$ cat src/rtl/step_sched_pkg.sv
// Shared definitions for the step sequencer: width helper and FSM encoding.
package step_sched_pkg;

  // Ceiling log2 with a floor of 1 bit, so that single-value counters still get a wire.
  function automatic int clog2(input int value);
    int r;
    int v;
    r = 0;
    v = value - 1;
    while (v > 0) begin
      r = r + 1;
      v = v >> 1;
    end
    if (r < 1) r = 1;
    return r;
  endfunction

  typedef enum logic [2:0] {
    S_IDLE  = 3'd0,
    S_LOAD  = 3'd1,
    S_ISSUE = 3'd2,
    S_WAIT  = 3'd3,
    S_GAP   = 3'd4,
    S_READ  = 3'd5,
    S_FAIL  = 3'd6
  } state_t;

endpackage

$ cat src/rtl/step_sched_skid.sv
// Two-entry skid FIFO for the readout path; absorbs the one-cycle memory read latency.
module step_sched_skid #(
  parameter int DW = 8
) (
  input  logic          clk,
  input  logic          rst_n,
  input  logic          i_push,
  input  logic [DW-1:0] i_data,
  input  logic          i_pop,
  output logic          o_valid,
  output logic [DW-1:0] o_data,
  output logic [1:0]    o_occ
);

  logic [DW-1:0] r_mem [2];
  logic          r_wp;
  logic          r_rp;
  logic [1:0]    r_cnt;
  logic          w_pop;
  logic          w_push;

  assign w_pop  = i_pop && (r_cnt != 2'd0);
  assign w_push = i_push && ((r_cnt != 2'd2) || w_pop);

  // Storage: data words carry no reset, only the pointers do.
  always_ff @(posedge clk) begin
    if (w_push) r_mem[r_wp] <= i_data;
  end

  // Pointer and occupancy tracking.
  always_ff @(posedge clk or negedge rst_n) begin
    if (!rst_n) begin
      r_wp  <= 1'b0;
      r_rp  <= 1'b0;
      r_cnt <= 2'd0;
    end else begin
      if (w_push) r_wp <= ~r_wp;
      if (w_pop)  r_rp <= ~r_rp;
      r_cnt <= r_cnt + {1'b0, w_push} - {1'b0, w_pop};
    end
  end

  assign o_valid = (r_cnt != 2'd0);
  assign o_data  = r_mem[r_rp];
  assign o_occ   = r_cnt;

endmodule

$ cat src/rtl/step_sched.sv
// Master-side sequencer for the step elimination core: host load, pass walk, readout.
module step_sched
  import step_sched_pkg::*;
#(
  parameter int N = 4,
  parameter int M = 3,
  parameter int L = 8,
  parameter int K = 16
) (
  input  logic                                clk,
  input  logic                                rst,
  input  logic                                go,
  output logic                                busy,
  output logic                                ok,
  output logic                                failed,
  input  logic                                in_valid,
  output logic                                in_ready,
  input  logic [N*clog2(M)-1:0]               in_data,
  output logic                                out_valid,
  input  logic                                out_ready,
  output logic [N*clog2(M)-1:0]               out_data,
  output logic                                out_last,
  output logic                                step_start,
  output logic [clog2(K/N+1)-1:0]             step_col_block,
  output logic                                step_functionA,
  output logic                                step_last_phase,
  output logic [clog2(L*K/N+2*N+1)-1:0]       step_first_pass_rows,
  input  logic                                step_done,
  input  logic                                step_fail,
  output logic                                step_wr_en,
  output logic [clog2(L*K/N)-1:0]             step_wr_addr,
  output logic [N*clog2(M)-1:0]               step_wr_data,
  output logic                                step_rd_en,
  output logic [clog2(L*K/N)-1:0]             step_rd_addr,
  input  logic [N*clog2(M)-1:0]               step_data_out
);

  localparam int W   = clog2(M);
  localparam int DW  = N * W;
  localparam int D   = L * K / N;
  localparam int P   = (L + N - 1) / N;
  localparam int B   = K / N;
  localparam int AW  = clog2(D);
  localparam int CW  = clog2(D + 1);
  localparam int CBW = clog2(B + 1);
  localparam int FPW = clog2(D + 2 * N + 1);
  localparam int PHW = clog2(P);
  localparam int BKW = clog2(B);

  localparam logic [CW-1:0]  C_LAST  = CW'(D - 1);
  localparam logic [CW-1:0]  C_END   = CW'(D);
  localparam logic [PHW-1:0] PH_LAST = PHW'(P - 1);
  localparam logic [BKW-1:0] BK_LAST = BKW'(B - 1);

  state_t           r_state;
  state_t           w_next;
  logic [CW-1:0]    r_wcnt;
  logic [CW-1:0]    r_rcnt;
  logic [CW-1:0]    r_ocnt;
  logic [PHW-1:0]   r_phase;
  logic [BKW-1:0]   r_blk;
  logic             r_inflight;
  logic             r_ok;
  logic             r_failed;

  logic             w_start_run;
  logic             w_in_hs;
  logic             w_load_last;
  logic [CBW-1:0]   w_phase_ext;
  logic [CBW-1:0]   w_blk_ext;
  logic             w_passA;
  logic             w_last_pass;
  logic             w_done_acc;
  logic             w_fail_hit;
  logic             w_advance;
  logic             w_pass_act;
  logic [FPW-1:0]   w_fpr;
  logic             w_rd_fire;
  logic             w_sk_valid;
  logic [DW-1:0]    w_sk_data;
  logic [1:0]       w_sk_occ;
  logic             w_out_hs;
  logic             w_out_final;

  assign w_start_run = (r_state == S_IDLE) && go;
  assign w_in_hs     = (r_state == S_LOAD) && in_valid;
  assign w_load_last = w_in_hs && (r_wcnt == C_LAST);
  assign w_phase_ext = CBW'(r_phase);
  assign w_blk_ext   = CBW'(r_blk);
  assign w_passA     = (w_phase_ext == w_blk_ext);
  assign w_last_pass = (r_phase == PH_LAST) && (r_blk == BK_LAST);
  assign w_done_acc  = (r_state == S_WAIT) && step_done;
  assign w_fail_hit  = w_done_acc && w_passA && step_fail;
  assign w_advance   = w_done_acc && !w_fail_hit && !w_last_pass;
  assign w_pass_act  = (r_state == S_ISSUE) || (r_state == S_WAIT);
  assign w_fpr       = FPW'(32'(r_phase) * L + N);
  assign w_rd_fire   = (r_state == S_READ) && (r_rcnt != C_END) &&
                       (({1'b0, w_sk_occ} + {2'b00, r_inflight}) < 3'd2);
  assign w_out_hs    = w_sk_valid && out_ready;
  assign w_out_final = w_out_hs && (r_ocnt == C_LAST);

  step_sched_skid #(.DW(DW)) u_skid (
    .clk     (clk),
    .rst_n   (rst),
    .i_push  (r_inflight),
    .i_data  (step_data_out),
    .i_pop   (out_ready),
    .o_valid (w_sk_valid),
    .o_data  (w_sk_data),
    .o_occ   (w_sk_occ)
  );

  // State register.
  always_ff @(posedge clk or negedge rst) begin
    if (!rst) r_state <= S_IDLE;
    else      r_state <= w_next;
  end

  // Next-state decode; step_done is only meaningful while waiting on a pass.
  always_comb begin
    w_next = r_state;
    case (r_state)
      S_IDLE:  if (go) w_next = S_LOAD;
      S_LOAD:  if (w_load_last) w_next = S_ISSUE;
      S_ISSUE: w_next = S_WAIT;
      S_WAIT: begin
        if (w_fail_hit)                    w_next = S_FAIL;
        else if (w_done_acc && w_last_pass) w_next = S_READ;
        else if (w_done_acc)               w_next = S_GAP;
      end
      S_GAP:   w_next = S_ISSUE;
      S_READ:  if (w_out_final) w_next = S_IDLE;
      S_FAIL:  w_next = S_IDLE;
      default: w_next = S_IDLE;
    endcase
  end

  // Run counters, pass position and sticky status flags.
  always_ff @(posedge clk or negedge rst) begin
    if (!rst) begin
      r_wcnt     <= '0;
      r_rcnt     <= '0;
      r_ocnt     <= '0;
      r_phase    <= '0;
      r_blk      <= '0;
      r_inflight <= 1'b0;
      r_ok       <= 1'b0;
      r_failed   <= 1'b0;
    end else begin
      r_inflight <= w_rd_fire;
      if (w_start_run) begin
        r_wcnt   <= '0;
        r_rcnt   <= '0;
        r_ocnt   <= '0;
        r_phase  <= '0;
        r_blk    <= '0;
        r_ok     <= 1'b0;
        r_failed <= 1'b0;
      end else begin
        if (w_in_hs)   r_wcnt <= r_wcnt + CW'(1);
        if (w_rd_fire) r_rcnt <= r_rcnt + CW'(1);
        if (w_out_hs)  r_ocnt <= r_ocnt + CW'(1);
        if (w_advance) begin
          if (r_blk == BK_LAST) begin
            r_phase <= r_phase + PHW'(1);
            r_blk   <= BKW'(w_phase_ext + CBW'(1));
          end else begin
            r_blk   <= r_blk + BKW'(1);
          end
        end
        if (w_fail_hit)  r_failed <= 1'b1;
        if (w_out_final) r_ok     <= 1'b1;
      end
    end
  end

  // Output decode; pass fields are only driven while a pass is issued or outstanding.
  always_comb begin
    busy                 = (r_state != S_IDLE) && (r_state != S_FAIL);
    ok                   = r_ok;
    failed               = r_failed;
    in_ready             = (r_state == S_LOAD);
    step_wr_en           = w_in_hs;
    step_wr_addr         = w_in_hs ? r_wcnt[AW-1:0] : '0;
    step_wr_data         = w_in_hs ? in_data : '0;
    step_start           = (r_state == S_ISSUE);
    step_col_block       = w_pass_act ? w_blk_ext : '0;
    step_functionA       = w_pass_act && w_passA;
    step_last_phase      = w_pass_act && (r_phase == PH_LAST);
    step_first_pass_rows = w_pass_act ? w_fpr : '0;
    step_rd_en           = w_rd_fire;
    step_rd_addr         = w_rd_fire ? r_rcnt[AW-1:0] : '0;
    out_valid            = w_sk_valid;
    out_data             = w_sk_valid ? w_sk_data : '0;
    out_last             = w_sk_valid && (r_ocnt == C_LAST);
  end

endmodule

$ cat config.mk
export PLATFORM = sky130hd
export DESIGN_NAME = step_sched
export DESIGN_NICKNAME = d
export VERILOG_FILES = /design/src/rtl/step_sched_pkg.sv /design/src/rtl/step_sched_skid.sv /design/src/rtl/step_sched.sv
export SDC_FILE = /design/constraint.sdc
export NUM_CORES = 1
export LEC_CHECK = 0
export BUFFER_PORTS_ARGS = -buffer_cell sky130_fd_sc_hd__buf_4
export CAP_MARGIN = 30
export CELL_PAD_IN_SITES_DETAIL_PLACEMENT = 1
export CELL_PAD_IN_SITES_GLOBAL_PLACEMENT = 1
export CORE_ASPECT_RATIO = 1.4
export CORE_MARGIN = 3
export CORE_UTILIZATION = 43
export CTS_CLUSTER_DIAMETER = 60
export DETAILED_ROUTE_END_ITERATION = 12
export PLACE_DENSITY = 0.83
export SLEW_MARGIN = 40
export SYNTH_ARGS = -nofsm -noshare
export SYNTH_HDL_FRONTEND = slang
export SYNTH_HIERARCHICAL = 1
export SYNTH_SLANG_ARGS = --single-unit
export TNS_END_PERCENT = 30
$ cat constraint.sdc
create_clock -name clk -period 2.27 [get_ports clk]
set_input_delay 0 -clock clk [delete_from_list [all_inputs] [get_ports clk]]
set_output_delay 0 -clock clk [all_outputs]
set_load 0.02 [all_outputs]
==> impl_metrics.yaml <==
timing:
  fin_crit_ns: 1.78
  max_freq_mhz: 561
  finalCritPeriodShare: 0.786
  slew_headroom: 0.553
  tightest_slew_ns: 0.668
  rsz0062_at_grt: "false"
  hold_violations: 0
  clock-skew-final_ns: 0.0120
  final_max_slew_viol_count: 0
  finalSetupViolations: 0
  fin_tns_setup_ns: 0
global_routing:
  grt_use_met2: 0.316
  met3_usage: 0.0260
  grt_pass1_vias: 2000
  antenna_found_initial: 0
  grt_start_max_net_pins: 32
  grt_pass1_wl_microns: 9730
  grt_busiest_layer: "met2"
  use_met1: 0.210
  overflow: 0
  grt_usage: 0.176
critical_path:
  max_stage_delay_ns: 0.59
  worstPathArrival_ns: 1.78
  worstPathCellList: "and4bb_2 -> and2_1 -> buf_4"
  critPathMaxFanout: 20
  cp_num_cells: 3
  critical_path_class: "reg2out"
  reg2reg_depth: 7
  path_buf_inv: 1
  critPathCaptureType: "output port"
  slowest_stage: "and4bb_2"
  critPathLaunchType: "flip-flop"
  required_ns: 2.27
  critPathTopFamily: "simple AND/OR/NAND/NOR gates"
yosys:
  yosys-mux-area-fraction: 0.0500
  synth_top_cell_by_area: "dfrtp_1"
  syn_area_sq_mm: 0.00253
  ys_ff_latch: 47
  synth_top_area_share: 0.307
  synth_xor_xnor_area_share: 0.0520
  synth_top_family_by_area: "simple AND/OR/NAND/NOR gates"
  syn_avg_cell_area_sq_um: 10.8
  synthFlopType: "dfrtp_1"
  synthCells: 234
  synth-simple-area-share: 0.268
  yosysSeqAreaShare: 0.497
  synth_common_cells: "dfrtp_1, and2_1, nor2_1"
  yosysMostFrequentCell: "dfrtp_1"
  synthTopCellsByArea: "dfrtp_1, edfxtp_1, and2_1"
  synthAdderAreaFrac: 0.0297
  synth_edf_count: 16
  synthDistinctLibCells: 51
  yosys_warnings: 6
  async_flop_share: 0.660
  synth_compound_area_frac: 0.0510
die:
  start_util: 0.451
  rows: 32
  core_region_area_sq_mm: 0.00561
  ios: 69
  fp.dieW_microns: 70.8
  die-area_sq_mm: 0.00684
  fp.dieH_microns: 96.7
clock_network:
  root_buffer: "clkbuf_8"
  clock-sinks: 47
  cts_tree: "yes"
  clock_latency_ns: 0.30
  clock_path_buffers: 2
  post_cts_buffers: 0
  cts_hold_buffers: 9
  cts_buffers: 5
  cts_resized: 0
  h-tree-depth: 2
  clkTransAtPathRegs_ns: 0.09
routing:
  drc: 0
  antenna_left: 0
  num_vias: 1912
  wire_per_inst_microns: 15.7
  routed_via_density: 5.17
  drt_first_pass_iters: 4
  drt_iter0_markers: 73
  wl_microns: 5830
placed_design:
  post_dp_cell_area_sq_mm: 0.00301
  portBuffers: 63
  dp_hpwl_microns: 4360
  gp_congestion: 0.786
layout:
  nNetsFinal: 330
  final_area_sq_mm: 0.00319
  fillers: 623
  drive_above_1_share: 0.318
  area.growth.synth_to_final_pct: 26.4
  utilization: 0.570
  n_antenna_cell: 0
status:
  status: "completed"
worst_hold_path:
  hold_path.class: "in2reg"
  whs_path_depth: 3
power:
  irDropWorstVdd_v: 0.000511
  powerDensity_mw_per_mm2: 1140
  total_power_w: 0.00365
  power.leakage_nw: 1.43
flow_run:
  max_cap_violations: 0
final cells by class:
type                       count  area (sq um)  area share
sequential                    47          1260       0.393
multi-input combinational    167          1170       0.365
timing repair buffer          73           571       0.179
tap                           68          85.1      0.0266
clock buffer                   5          68.8      0.0216
inverter                       7          26.3     0.00823
clock inverter                 3          20.0     0.00627
sequential cells by signal, summed over array words and instances, names as in the netlist, 2 cells and up:
name / flops
r_ocnt: 6
r_wcnt: 6
r_blk: 2
r_state: 3
r_rcnt: 6
u_skid/o_occ: 2
u_skid/r_mem: 16
layout by cell type (no fill, tap or decap), drive strengths merged, types with 4 or more instances in the layout:
cell and instances:
xor2 9, inv 7, buf 64, xnor2 6
dfrtp 31, nand2 14, nand3 8, conb 5
ha 6, nor3 9, and2 26, dlygate4sd3 9
nand2b 4, clkbuf 5, nor2 25, a21oi 4
edfxtp 16, mux2 10
per-layer routing:
layer  wire [microns]  vias up
met5                0        -
met4              104        0
met3              191       10
met2             3230       43
met1             2300      936
li1                 -      923
power by group:
| part | switching [W] | internal, W |
|---|---|---|
| logic | 0.000892 | 0.000789 |
| registers | 0.000325 | 0.00114 |
| clock network | 0.000288 | 0.000215 |
final timing paths:
kind	from	end	slack (ns)
max	r_state[1]	step_wr_data[2]	0.49
min	out_ready	r_ocnt[1]	0.02
max reg2reg	u_skid/o_occ[1]	u_skid/o_occ[1]	0.58
min reg2reg	failed	failed	0.53
max in group asynchronous	rst	r_state[2]	1.80
min in group asynchronous	rst	r_wcnt[4]	0.17
cell families after synthesis:
family | after synthesis
simple gates | 111
fa+ha+maj | 6
flops | 47
compound gates | 19
mux | 11
xor+xnor | 15
buf+inv | 24
other cells | 1
worst register-to-register path, cell delays in order, from the launching register on:
cell      delay, ns
dfrtp_1        0.45
nor3b_4        0.19
nand2b_1       0.15
ha_1           0.27
inv_1          0.04
ha_1           0.18
xnor2_1        0.18
xnor2_1        0.15
stage by stage:
stage	instances	setup slack [ns]	hold slack (ns)
global placement	353	0.673	-0.0403
floorplan	238	0.693	-0.296
global route	370	0.352	0.00921
CTS	370	0.463	0.00511
detailed placement	353	0.592	-0.0354
finish	370	0.486	0.0159
No activity file was read; power rests on OpenSTA's default activity.
